## src/rtl/mdu_pkg.sv

```systemverilog
// -----------------------------------------------------------------------------
// mdu_pkg -- shared definitions for the iterative RV32M multiply/divide unit.
//   * RV32M funct3 op encodings
//   * FSM state enum (IDLE / CALC / DONE)
//   * iteration count and the fixed results of the divide special cases
// -----------------------------------------------------------------------------
package mdu_pkg;

   localparam int OP_W = 3;
   localparam int RD_W = 5;

   localparam logic [OP_W-1:0] OP_MUL    = 3'b000;
   localparam logic [OP_W-1:0] OP_MULH   = 3'b001;
   localparam logic [OP_W-1:0] OP_MULHSU = 3'b010;
   localparam logic [OP_W-1:0] OP_MULHU  = 3'b011;
   localparam logic [OP_W-1:0] OP_DIV    = 3'b100;
   localparam logic [OP_W-1:0] OP_DIVU   = 3'b101;
   localparam logic [OP_W-1:0] OP_REM    = 3'b110;
   localparam logic [OP_W-1:0] OP_REMU   = 3'b111;

   typedef enum logic [1:0] {
      ST_IDLE = 2'd0,
      ST_CALC = 2'd1,
      ST_DONE = 2'd2
   } state_e;

   // One radix-2 step per CALC cycle.
   localparam int ITER_CNT = 32;
   localparam int CNT_W    = $clog2(ITER_CNT);

   // Divide-by-zero and signed-overflow results (RISC-V semantics).
   localparam logic [31:0] DIV0_QUO = 32'hFFFF_FFFF;
   localparam logic [31:0] OVF_QUO  = 32'h8000_0000;
   localparam logic [31:0] OVF_REM  = 32'h0000_0000;
   localparam logic [31:0] INT_MIN  = 32'h8000_0000;

endpackage

```

## src/rtl/mdu_iter_if.sv

```systemverilog
// -----------------------------------------------------------------------------
// mdu_iter_if -- request/response bundle of the multiply/divide unit.
//   master (issuing pipeline): start, op, src1, src2, rd_in, flush
//   slave  (mdu_iter)        : busy, done, result, rd_out
// -----------------------------------------------------------------------------
interface mdu_iter_if
   import mdu_pkg::*;
#(
   parameter int XLEN = 32
);
   logic            start;
   logic [OP_W-1:0] op;
   logic [XLEN-1:0] src1;
   logic [XLEN-1:0] src2;
   logic [RD_W-1:0] rd_in;
   logic            flush;
   logic            busy;
   logic            done;
   logic [XLEN-1:0] result;
   logic [RD_W-1:0] rd_out;

   modport master (
      output start, op, src1, src2, rd_in, flush,
      input  busy, done, result, rd_out
   );

   modport slave (
      input  start, op, src1, src2, rd_in, flush,
      output busy, done, result, rd_out
   );
endinterface

```

## src/rtl/mdu_div_core.sv

```systemverilog
// -----------------------------------------------------------------------------
// mdu_div_core -- restoring divider on unsigned magnitudes plus the shared
// iteration counter.
//   clr      : abort, clears all state
//   load     : capture dividend/divisor, zero remainder and counter
//   step     : one radix-2 restoring step, counter increments
//   last     : the current step is the final one (counter == ITER_CNT-1)
//   quo_nx / rem_nx : quotient / remainder after the current step
// -----------------------------------------------------------------------------
module mdu_div_core
   import mdu_pkg::*;
(
   input  logic        clk,
   input  logic        rst_n,
   input  logic        clr,
   input  logic        load,
   input  logic        step,
   input  logic [31:0] dividend,
   input  logic [31:0] divisor,
   output logic        last,
   output logic [31:0] quo_nx,
   output logic [31:0] rem_nx
);
   logic [31:0]      rem_q;
   logic [31:0]      quo_q;    // dividend bits shift out the top, quotient bits in the bottom
   logic [31:0]      dvs_q;
   logic [CNT_W-1:0] cnt_q;
   logic [32:0]      shifted;
   logic             fits;

   always_comb begin
      shifted = {rem_q, quo_q[31]};
      fits    = shifted >= {1'b0, dvs_q};
      // When the divisor fits, the true difference is below the divisor,
      // so a 32-bit subtraction is exact.
      rem_nx  = fits ? (shifted[31:0] - dvs_q) : shifted[31:0];
      quo_nx  = {quo_q[30:0], fits};
   end

   assign last = (cnt_q == CNT_W'(ITER_CNT - 1));

   always_ff @(posedge clk or negedge rst_n) begin
      if (!rst_n) begin
         rem_q <= '0;
         quo_q <= '0;
         dvs_q <= '0;
         cnt_q <= '0;
      end else if (clr) begin
         rem_q <= '0;
         quo_q <= '0;
         dvs_q <= '0;
         cnt_q <= '0;
      end else if (load) begin
         rem_q <= '0;
         quo_q <= dividend;
         dvs_q <= divisor;
         cnt_q <= '0;
      end else if (step) begin
         rem_q <= rem_nx;
         quo_q <= quo_nx;
         cnt_q <= cnt_q + 1'b1;
      end
   end
endmodule

```

## src/rtl/mdu_iter.sv

```systemverilog
// -----------------------------------------------------------------------------
// mdu_iter -- iterative RV32M multiply/divide unit (32 radix-2 steps).
//   clk, rst_n : clock, asynchronous active-low reset
//   bus        : mdu_iter_if.slave (start/op/src1/src2/rd_in/flush in,
//                busy/done/result/rd_out out)
// Divide by zero and signed overflow complete without iterating.
// Optional macro MDU_FAST_MUL_EN: all multiplies use a single-cycle 33x33
// signed multiply and complete without iterating.
// -----------------------------------------------------------------------------
module mdu_iter
   import mdu_pkg::*;
#(
   parameter int XLEN = 32
) (
   input logic       clk,
   input logic       rst_n,
   mdu_iter_if.slave bus
);
   state_e          state_q, state_d;
   logic [2:0]      op_q;
   logic [RD_W-1:0] rd_q, rd_out_q;
   logic            neg_q;
   logic [63:0]     mcand_q, prod_q, prod_nx, prod_fix;
   logic [XLEN-1:0] mplr_q, result_q;

   logic            accept, is_div_op, sx1, sx2, neg_d;
   logic            div_zero, div_ovf, bypass, last;
   logic [XLEN-1:0] mag1, mag2, bypass_val, final_val;
   logic [31:0]     quo_nx, rem_nx;

   // Request decode: signedness, magnitudes, result sign, special cases.
   // NOTE: every always_comb output gets a default first so no latch is inferred.
   always_comb begin
      accept    = bus.start && !bus.flush && (state_q != ST_CALC);
      is_div_op = bus.op[2];
      sx1       = is_div_op ? !bus.op[0] : (bus.op == OP_MULH || bus.op == OP_MULHSU);
      sx2       = is_div_op ? !bus.op[0] : (bus.op == OP_MULH);
      mag1      = (sx1 && bus.src1[31]) ? -bus.src1 : bus.src1;
      mag2      = (sx2 && bus.src2[31]) ? -bus.src2 : bus.src2;
      // REM takes the dividend's sign; products and quotients the XOR.
      neg_d     = (is_div_op && bus.op[1]) ? (sx1 && bus.src1[31])
                : ((sx1 && bus.src1[31]) ^ (sx2 && bus.src2[31]));
      div_zero  = is_div_op && (bus.src2 == '0);
      div_ovf   = is_div_op && sx1 && (bus.src1 == INT_MIN) && (bus.src2 == '1);
      bypass    = div_zero || div_ovf;
      bypass_val = '0;
      if (div_zero)     bypass_val = bus.op[1] ? bus.src1 : DIV0_QUO;
      else if (div_ovf) bypass_val = bus.op[1] ? OVF_REM : OVF_QUO;
   end

`ifdef MDU_FAST_MUL_EN
   logic signed [63:0] fast_a, fast_b, fast_p;
   logic               fast_mul;

   always_comb begin
      fast_a   = {{32{sx1 & bus.src1[31]}}, bus.src1};
      fast_b   = {{32{sx2 & bus.src2[31]}}, bus.src2};
      fast_p   = fast_a * fast_b;
      fast_mul = !is_div_op;
   end
`endif

   // Shift-add step on magnitudes, then sign correction of the final sum.
   always_comb begin
      prod_nx  = prod_q + (mplr_q[0] ? mcand_q : 64'd0);
      prod_fix = neg_q ? -prod_nx : prod_nx;
      if (op_q[2])
         final_val = op_q[1] ? (neg_q ? -rem_nx : rem_nx) : (neg_q ? -quo_nx : quo_nx);
      else
         final_val = (op_q == OP_MUL) ? prod_fix[31:0] : prod_fix[63:32];
   end

   always_comb begin
      state_d = state_q;
      if (bus.flush) state_d = ST_IDLE;
      else begin
         case (state_q)
            ST_IDLE, ST_DONE: begin
               if (!bus.start)   state_d = ST_IDLE;
`ifdef MDU_FAST_MUL_EN
               else if (bypass || fast_mul) state_d = ST_DONE;
`else
               else if (bypass)  state_d = ST_DONE;
`endif
               else              state_d = ST_CALC;
            end
            ST_CALC: if (last) state_d = ST_DONE;
            default: state_d = ST_IDLE;
         endcase
      end
   end

   mdu_div_core u_div_core (
      .clk      (clk),
      .rst_n    (rst_n),
      .clr      (bus.flush),
      .load     (accept),
      .step     (state_q == ST_CALC),
      .dividend (mag1),
      .divisor  (mag2),
      .last     (last),
      .quo_nx   (quo_nx),
      .rem_nx   (rem_nx)
   );

   // NOTE: sequential state uses non-blocking assignments only.
   // NOTE: the datapath registers are reset too, so a reset mid-operation
   // leaves no stale operands behind.
   always_ff @(posedge clk or negedge rst_n) begin
      if (!rst_n) begin
         state_q  <= ST_IDLE;
         op_q     <= '0;
         rd_q     <= '0;
         neg_q    <= 1'b0;
         mcand_q  <= '0;
         mplr_q   <= '0;
         prod_q   <= '0;
         result_q <= '0;
         rd_out_q <= '0;
      end else begin
         state_q <= state_d;
         if (accept) begin
            op_q    <= bus.op;
            rd_q    <= bus.rd_in;
            neg_q   <= neg_d;
            mcand_q <= {32'd0, mag1};
            mplr_q  <= mag2;
            prod_q  <= '0;
            if (bypass) begin
               result_q <= bypass_val;
               rd_out_q <= bus.rd_in;
            end
`ifdef MDU_FAST_MUL_EN
            else if (fast_mul) begin
               result_q <= (bus.op == OP_MUL) ? fast_p[31:0] : fast_p[63:32];
               rd_out_q <= bus.rd_in;
            end
`endif
         end else if (state_q == ST_CALC && !bus.flush) begin
            prod_q  <= prod_nx;
            mcand_q <= {mcand_q[62:0], 1'b0};
            mplr_q  <= {1'b0, mplr_q[XLEN-1:1]};
            if (last) begin
               result_q <= final_val;
               rd_out_q <= rd_q;
            end
         end
      end
   end

   assign bus.busy   = (state_q == ST_CALC);
   assign bus.done   = (state_q == ST_DONE);
   assign bus.result = result_q;
   assign bus.rd_out = rd_out_q;
endmodule

```

## src/flat_wrapper.sv

```systemverilog
// flat-port wrapper written by rule: the top's interface ports become plain ports
module mdu_iter_flat import mdu_pkg::*;
#(
   parameter int XLEN = 32
)
  (clk, rst_n, bus_start, bus_op, bus_src1, bus_src2, bus_rd_in, bus_flush, bus_busy, bus_done, bus_result, bus_rd_out);
  mdu_iter_if #(.XLEN(XLEN)) bus_i ();
  input logic clk;
  input logic rst_n;
  input wire logic [$bits(bus_i.start)-1:0] bus_start;
  input wire logic [$bits(bus_i.op)-1:0] bus_op;
  input wire logic [$bits(bus_i.src1)-1:0] bus_src1;
  input wire logic [$bits(bus_i.src2)-1:0] bus_src2;
  input wire logic [$bits(bus_i.rd_in)-1:0] bus_rd_in;
  input wire logic [$bits(bus_i.flush)-1:0] bus_flush;
  output wire logic [$bits(bus_i.busy)-1:0] bus_busy;
  output wire logic [$bits(bus_i.done)-1:0] bus_done;
  output wire logic [$bits(bus_i.result)-1:0] bus_result;
  output wire logic [$bits(bus_i.rd_out)-1:0] bus_rd_out;
  assign bus_i.start = bus_start;
  assign bus_i.op = bus_op;
  assign bus_i.src1 = bus_src1;
  assign bus_i.src2 = bus_src2;
  assign bus_i.rd_in = bus_rd_in;
  assign bus_i.flush = bus_flush;
  assign bus_busy = bus_i.busy;
  assign bus_done = bus_i.done;
  assign bus_result = bus_i.result;
  assign bus_rd_out = bus_i.rd_out;
  mdu_iter #(.XLEN(XLEN)) u_core (.clk(clk), .rst_n(rst_n), .bus(bus_i));
endmodule
```

## config.mk

```make
export PLATFORM = sky130hd
export DESIGN_NAME = mdu_iter_flat
export DESIGN_NICKNAME = d
export VERILOG_FILES = /design/src/rtl/mdu_pkg.sv /design/src/rtl/mdu_iter_if.sv /design/src/rtl/mdu_div_core.sv /design/src/rtl/mdu_iter.sv /design/src/flat_wrapper.sv
export SDC_FILE = /design/constraint.sdc
export NUM_CORES = 1
export LEC_CHECK = 0
export CORE_MARGIN = 4
export CORE_UTILIZATION = 35
export DETAILED_ROUTE_END_ITERATION = 8
export PLACE_DENSITY = 0.57
export SYNTH_ARGS = -nofsm -noshare
export SYNTH_HDL_FRONTEND = slang
export SYNTH_SLANG_ARGS = --single-unit
```

## constraint.sdc

```tcl
create_clock -name clk -period 12.1 [get_ports clk]
set_input_delay 2.42 -clock clk [delete_from_list [all_inputs] [get_ports clk]]
set_output_delay 2.42 -clock clk [all_outputs]
set_load 0.05 [all_outputs]
```

==> key figures, run 1 <==
Synth
  – Mapped Avg Cell Area: 7.76 um^2
  – Flops & latches, synth: 309
  – Post-Synthesis Cells: 3393
  – Post-Syn Area: 0.0263 mm^2
  – Seq/Total Area, Yosys: 29.4%
  – Post-Synthesis Net Count: 3574
  – Cell variety after synth: 108
  – Most used DFF post-synth: dfrtp_1
  – Ys async rst share: 100%
  – Ys Warns: 0
  – Cell taking the most area after synthesis: dfrtp_1
  – Largest cells by area after synthesis: dfrtp_1, o21ai_0, nand2_1
  – Yosys top cell area share: 29.4%
  – Post-synth EDFFs: 0

Floorplan
  – Die footprint: 0.0796 mm^2
  – Row count: 100
  – Die height: 282 um
  – Starting density of the core: 35.3%
  – Core Area: 0.0744 mm^2
  – Die X-Extent: 282 um
  – Io pins: 115

Worst setup path
  – CP bufs+invs: 1
  – Worst path max stage delay: 0.90 ns
  – Worst r2r src: u_core.mplr_q[0]
  – Worst Setup EP: u_core.bus.result[30]
  – Crit path depth: 15
  – Worst setup path start: u_core.mplr_q[0]
  – FF-to-FF setup slack: 5.48 ns
  – CP max-delay cell: o41ai_1
  – Worst-path fanout max: 35
  – CP cell instances: buf_4 > and2_1 > ha_1 > nand3_1 > o211ai_1 > a21boi_2 > o41ai_1 > o21ai_0 > nand2_1 > o2111ai_1 > or3_1 > or4_1 > or4_1 > a21oi_1 > o211ai_1
  – Setup CP Type: flop to flop
  – R2r endpoint: u_core.bus.result[30]
  – Startpoint types: flop
  – Worst Setup End Kind: flop
  – Arrival time worst endpoint: 7.07 ns
  – Critical path data required time: 12.55 ns
  – Worst reg-to-reg path cell count: 15
  – Top delay family on crit path: compound AO/OA/AOI/OAI gates

Routing
  – TritonRoute pass-1 iters: 6
  – DR WL/cell: 24.0 um
  – DRC: 0
  – Detailed Route WL: 105 mm
  – Post-route ant nets: 0
  – DRT iter0 DRCs: 2964
  – Routed vias: 27067
  – Via density: 6.19

STA
  – Finish-stage setup viols: 0
  – Final Max Slew Viols: 0
  – Final WS setup: 5.48 ns
  – F_max: 151 MHz
  – RSZ-0062 raised after global routing: no
  – Clock Skew: 0.0168 ns
  – Final Hold Viols: 0
  – Least-Margin Pin Slew: 1.17 ns
  – Sum Neg Setup Slack: 0 ns
  – Period utilization: 54.7%
  – Max-slew headroom: 21.7%
  – Final Critical Period: 6.62 ns

Place
  – Routability Congestion: 0.968
  – Post-DP HPWL: 79.8 mm
  – Buffers on Ports: 114
  – Pre-CTS WS: 5.36 ns

Cells and area
  – Filler instances: 7760
  – Final net count: 3556
  – Share of cells above drive strength 1: 5.67%
  – Post-Route Utilization: 39.6%
  – P&R area growth vs syn: 11.9%

Clock network
  – Clock sinks: 309
  – Worst-skew pair later-pin latency: 0.59 ns
  – H-tree depth: 2
  – Num CTS Buffers: 40
  – Clock transition at path regs: 0.06 ns
  – Post-CTS sizing: 0
  – Root Driver: clkbuf_16
  – CTS tree: done
  – Post-CTS Setup Inserts: 0
  – Clock buffer depth: 3
  – Hold Buf Count CTS: 0

GRT
  – Largest net degree at the start of global routing: 153
  – First-pass GRT wire length: 159 mm
  – Total global routing track utilization: 25.6%
  – Initial antenna violation count: 5
  – Vias in the first global route: 25149
  – Grt ovf: 0

Power and ir drop
  – Overall Power: 0.00729 W
  – Max IR drop VDD: 0.407 mV
  – Leak: 12.2 nW
  – Power Density: 247 mW/mm^2

Outcome
  – Run status: finished clean

Job
  – Max-Cap Viols: 0

Min path
  – Hold WC Path Type: flop to flop
==> through the flow <==
stage / hold slack [ns] / std cells / cell area, um^2
after floorplan: 0.436 / 3393 / 26300
after global placement: 0.453 / 4302 / 28200
after detailed placement: 0.458 / 4302 / 28200
after CTS: 0.472 / 4373 / 29400
after global routing: 0.490 / 4374 / 29400
final: 0.465 / 4375 / 29500
==> power by group <==
part	leakage (nW)	internal, W	switching [W]
Clock	0.632	0.000687	0.000522
Combinational	7.38	0.00164	0.00312
Sequential	4.17	0.00116	0.000164
Total	12.2	0.00348	0.00380
==> Yosys cell counts (72+ instances only) <==
library cell / count
nor2_1: 319
a22o_1: 72
nand2_1: 413
and2_1: 95
inv_1: 83
nor3_1: 73
xnor2_1: 102
o21ai_0: 329
dfrtp_1: 309
ha_1: 103
a21oi_1: 272
clkbuf_1: 181
==> flip-flops by register name, indices dropped and copies added (netlist names) <==
name / cells
u_core.bus.rd_out: 5
u_core.bus.result: 32
u_core.mcand_q: 64
u_core.mplr_q: 32
u_core.neg_q: 1
u_core.op_q: 3
u_core.prod_q: 64
u_core.rd_q: 5
u_core.state_q: 2
u_core.u_div_core.cnt_q: 5
u_core.u_div_core.dvs_q: 32
u_core.u_div_core.quo_q: 32
u_core.u_div_core.rem_q: 32
==> worst min-delay path, cell delays in order, from the launching register on <==
cell     delay, ns
dfrtp_1       0.32
nand2_1       0.04
nand2_1       0.07
==> final cells by class <==
class                      instances  area, um^2  area share [%]
multi-input combinational       2790       17500            59.3
timing repair buffer             150        1420            4.82
tap                              969        1210            4.12
clock inverter                    18         183           0.620
sequential                       309        7740            26.3
inverter                          84         315            1.07
clock buffer                      53        1100            3.73
antenna                            2        5.00          0.0170
==> cell families after synthesis <==
group                      count (synthesis)  synth area share, %
AOI/OAI and AO/OA                       1198                 29.8
muxes                                     62                 2.43
and+or+nand+nor                         1266                 23.6
xor gates and xnor gates                 159                 5.29
buffers and inverters                    294                 4.39
DFF                                      309                 29.4
adders and majority gates                105                 5.05
==> cells in the final DEF, fill, tap and decap left out, types with 40 or more instances in the layout <==
| master | n |
|---|---|
| nand3_1 | 68 |
| xnor2_1 | 102 |
| a211oi_1 | 67 |
| mux2i_1 | 47 |
| a21oi_1 | 272 |
| nor2_1 | 316 |
| o21ai_0 | 328 |
| nand2_1 | 412 |
| inv_1 | 82 |
| dfrtp_1 | 306 |
| nand4_1 | 52 |
| nor3_1 | 71 |
| a21o_1 | 53 |
| clkbuf_16 | 40 |
| a22o_1 | 72 |
| ha_1 | 103 |
| and2_1 | 95 |
| o211ai_1 | 52 |
| clkdlybuf4s50_1 | 111 |
| o31ai_1 | 55 |
| xor2_1 | 57 |
==> per-layer routing <==
metal  global-route usage (%)  up-vias  part of all wire (%)
li1                         -    12562                     -
met1                     36.2    13168                    44
met2                     40.3     1144                    45
met3                     3.95      189                   7.5
met4                     8.36        4                   3.5
met5                        0        -                 0.021
==> worst min-delay path by stage <==
stage,startpoint,to,slack (ns),cells past startpoint
floorplan,u_core.rd_q[0],u_core.rd_q[0],0.44,2
global placement,u_core.rd_q[0],u_core.rd_q[0],0.45,2
detailed placement,u_core.rd_q[3],u_core.rd_q[3],0.46,2
CTS,u_core.rd_q[3],u_core.rd_q[3],0.47,2
global route,u_core.u_div_core.dvs_q[14],u_core.u_div_core.dvs_q[14],0.49,1
finish,u_core.rd_q[0],u_core.rd_q[0],0.46,2
Note: power is estimated with default switching activity, not from simulation.
==> run 2: changes to the inputs <==
PLACE_DENSITY = 0.59   (was 0.57)
clock period = 5.6 ns   (was 12.1 ns; I/O delays follow)
==> key figures, run 2 (synthesized netlist as in run 1, its figures left out) <==
STA
  – Finish-stage setup viols: 0
  – Final Critical Period: 5.43 ns
  – F_max: 184 MHz
  – Clock Skew: 0.0343 ns
  – Final Max Slew Viols: 0
  – Least-Margin Pin Slew: 1.01 ns
  – Period utilization: 97.0%
  – Sum Neg Setup Slack: 0 ns
  – Max-slew headroom: 31.9%
  – Final Hold Viols: 0
  – Hold_ws: 0.467 ns

Routing
  – DRC: 0
  – Via density: 6.14
  – Routed vias: 27573
  – DRT iter0 DRCs: 2918
  – Detailed Route WL: 110 mm
  – DR WL/cell: 24.5 um
  – TritonRoute pass-1 iters: 6
  – Post-route ant nets: 0

Place
  – Routability Congestion: 0.969
  – Post-DP HPWL: 85.6 mm
  – DP Cell Count: 4412
  – Buffers on Ports: 114

Min path
  – HP Start: u_core.rd_q[3]
  – Worst Hold End: u_core.rd_q[3]
  – Hold WC Path Type: flop to flop
  – WHS Path Cells: 2

GRT
  – Grt ovf: 0
  – Vias in the first global route: 25786
  – Largest net degree at the start of global routing: 98
  – Total global routing track utilization: 26.7%
  – First-pass GRT wire length: 165 mm
  – Initial antenna violation count: 2

Floorplan
  – Io pins: 115
  – Starting density of the core: 35.3%
  – Core Area: 0.0744 mm^2
  – Die height: 282 um
  – Row count: 100
  – Die footprint: 0.0796 mm^2
  – Die X-Extent: 282 um

Clock network
  – Clock transition at path regs: 0.06 ns
  – Clock buffer depth: 3
  – Root Driver: clkbuf_16
  – CTS tree: done
  – H-tree depth: 2
  – Worst-skew pair later-pin latency: 0.61 ns
  – Clock sinks: 309
  – Num CTS Buffers: 41

Worst setup path
  – Critical path data required time: 6.10 ns
  – R2r endpoint: u_core.bus.result[13]
  – Worst r2r src: u_core.mplr_q[0]
  – Worst Setup End Kind: flop
  – Worst setup path start: u_core.mplr_q[0]
  – Worst-path fanout max: 25
  – CP cell instances: buf_4 > and2_1 > ha_1 > nand2_1 > nor4_2 > buf_4 > o2111ai_1 > a31oi_1 > or2_2 > o2111ai_1 > or3_4 > buf_4 > nor3_1 > mux2_2 > a211o_1 > a41oi_1
  – Worst reg-to-reg path cell count: 16
  – CP max-delay cell: dfrtp_4
  – Arrival time worst endpoint: 5.94 ns
  – Worst path max stage delay: 0.60 ns
  – FF-to-FF setup slack: 0.17 ns
  – Top delay family on crit path: simple AND/OR/NAND/NOR gates
  – Startpoint types: flop
  – Crit path depth: 16
  – Setup CP Type: flop to flop
  – Most common cell on crit path: buf_4
  – CP bufs+invs: 3

Cells and area
  – Top flop regs: u_core.mcand_q x64, u_core.prod_q x64
  – FF+latch area: 0.00774 mm^2
  – Filler instances: 7628
  – Post-Route Utilization: 41.3%
  – Commonest non-fill, non-tap cell in the layout: nand2_1
  – Multi-input logic area: 0.0176 mm^2
  – Share of cells above drive strength 1: 9.41%
  – Most frequent cells in the layout: nand2_1, o21ai_0, nor2_1, dfrtp_1, a21oi_1
  – P&R area growth vs syn: 16.7%
  – Post-route insts no fill: 4490
  – Final net count: 3670

Job
  – Max-Cap Viols: 0

Power and ir drop
  – Leak: 12.9 nW
  – Power Density: 549 mW/mm^2
  – Overall Power: 0.0169 W
  – Max IR drop VDD: 0.551 mV

Outcome
  – Run status: finished clean
-- run 2: changes by cell type in the layout (fill, tap and decap cells not counted), moves of 4 or more --
cell	before	now
nor4_2	4	8
buf_4	35	145
ha_1	103	99
nor4_1	38	34
bufinv_16	2	8
clkinv_2	9	2
ha_4	0	4
-- run 2: cell type report --
class | count | area share (%)
Timing Repair Buffer | 263 | 7.49
Antenna cell | 2 | 0.0163
Clock buffer | 55 | 3.77
Tap cell | 969 | 3.95
Clock inverter | 18 | 1.16
Multi-Input combinational cell | 2790 | 57.4
Inverter | 84 | 1.03
Sequential cell | 309 | 25.2
-- run 2: timing repair --
action                     in CTS  in global routing
resized for setup               0                 29
setup endpoints to repair       0                 23
hold buffers                    0                  0
buffers inserted                0                  3
-- run 2: how the worst max path moves through the flow --
stage               slack, ns                    end
detailed placement       0.06  u_core.bus.result[13]
CTS                      0.02  u_core.bus.result[13]
global placement        -0.02  u_core.bus.result[13]
floorplan                0.09  u_core.bus.result[28]
global route            -0.02   u_core.bus.result[1]
finish                   0.17  u_core.bus.result[13]
-- run 2: stage by stage --
| step | setup WS [ns] | cell area, um^2 |
|---|---|---|
| after floorplan | 0.0872 | 26300 |
| after global placement | -0.0181 | 29000 |
| after detailed placement | 0.0641 | 29000 |
| after CTS | 0.0237 | 30500 |
| after global routing | -0.0187 | 30700 |
| final | 0.166 | 30700 |
-- run 2: layer usage --
layer,share of wire [%],track usage [%]
met1,43,36.6
met2,45,43.0
met4,4.1,9.98
met5,0,0
met3,7.5,3.76
-- run 2: tightest hold or removal path: stages (launching register included) --
cell	delay, ns
dfrtp_1	0.32
nand2_1	0.04
nand2_1	0.07
-- run 2: report_power, final --
group	total [W]	switching, W	internal (W)
clock	0.00300	0.00117	0.00184
combinational	0.0110	0.00702	0.00400
sequential	0.00285	0.000345	0.00251
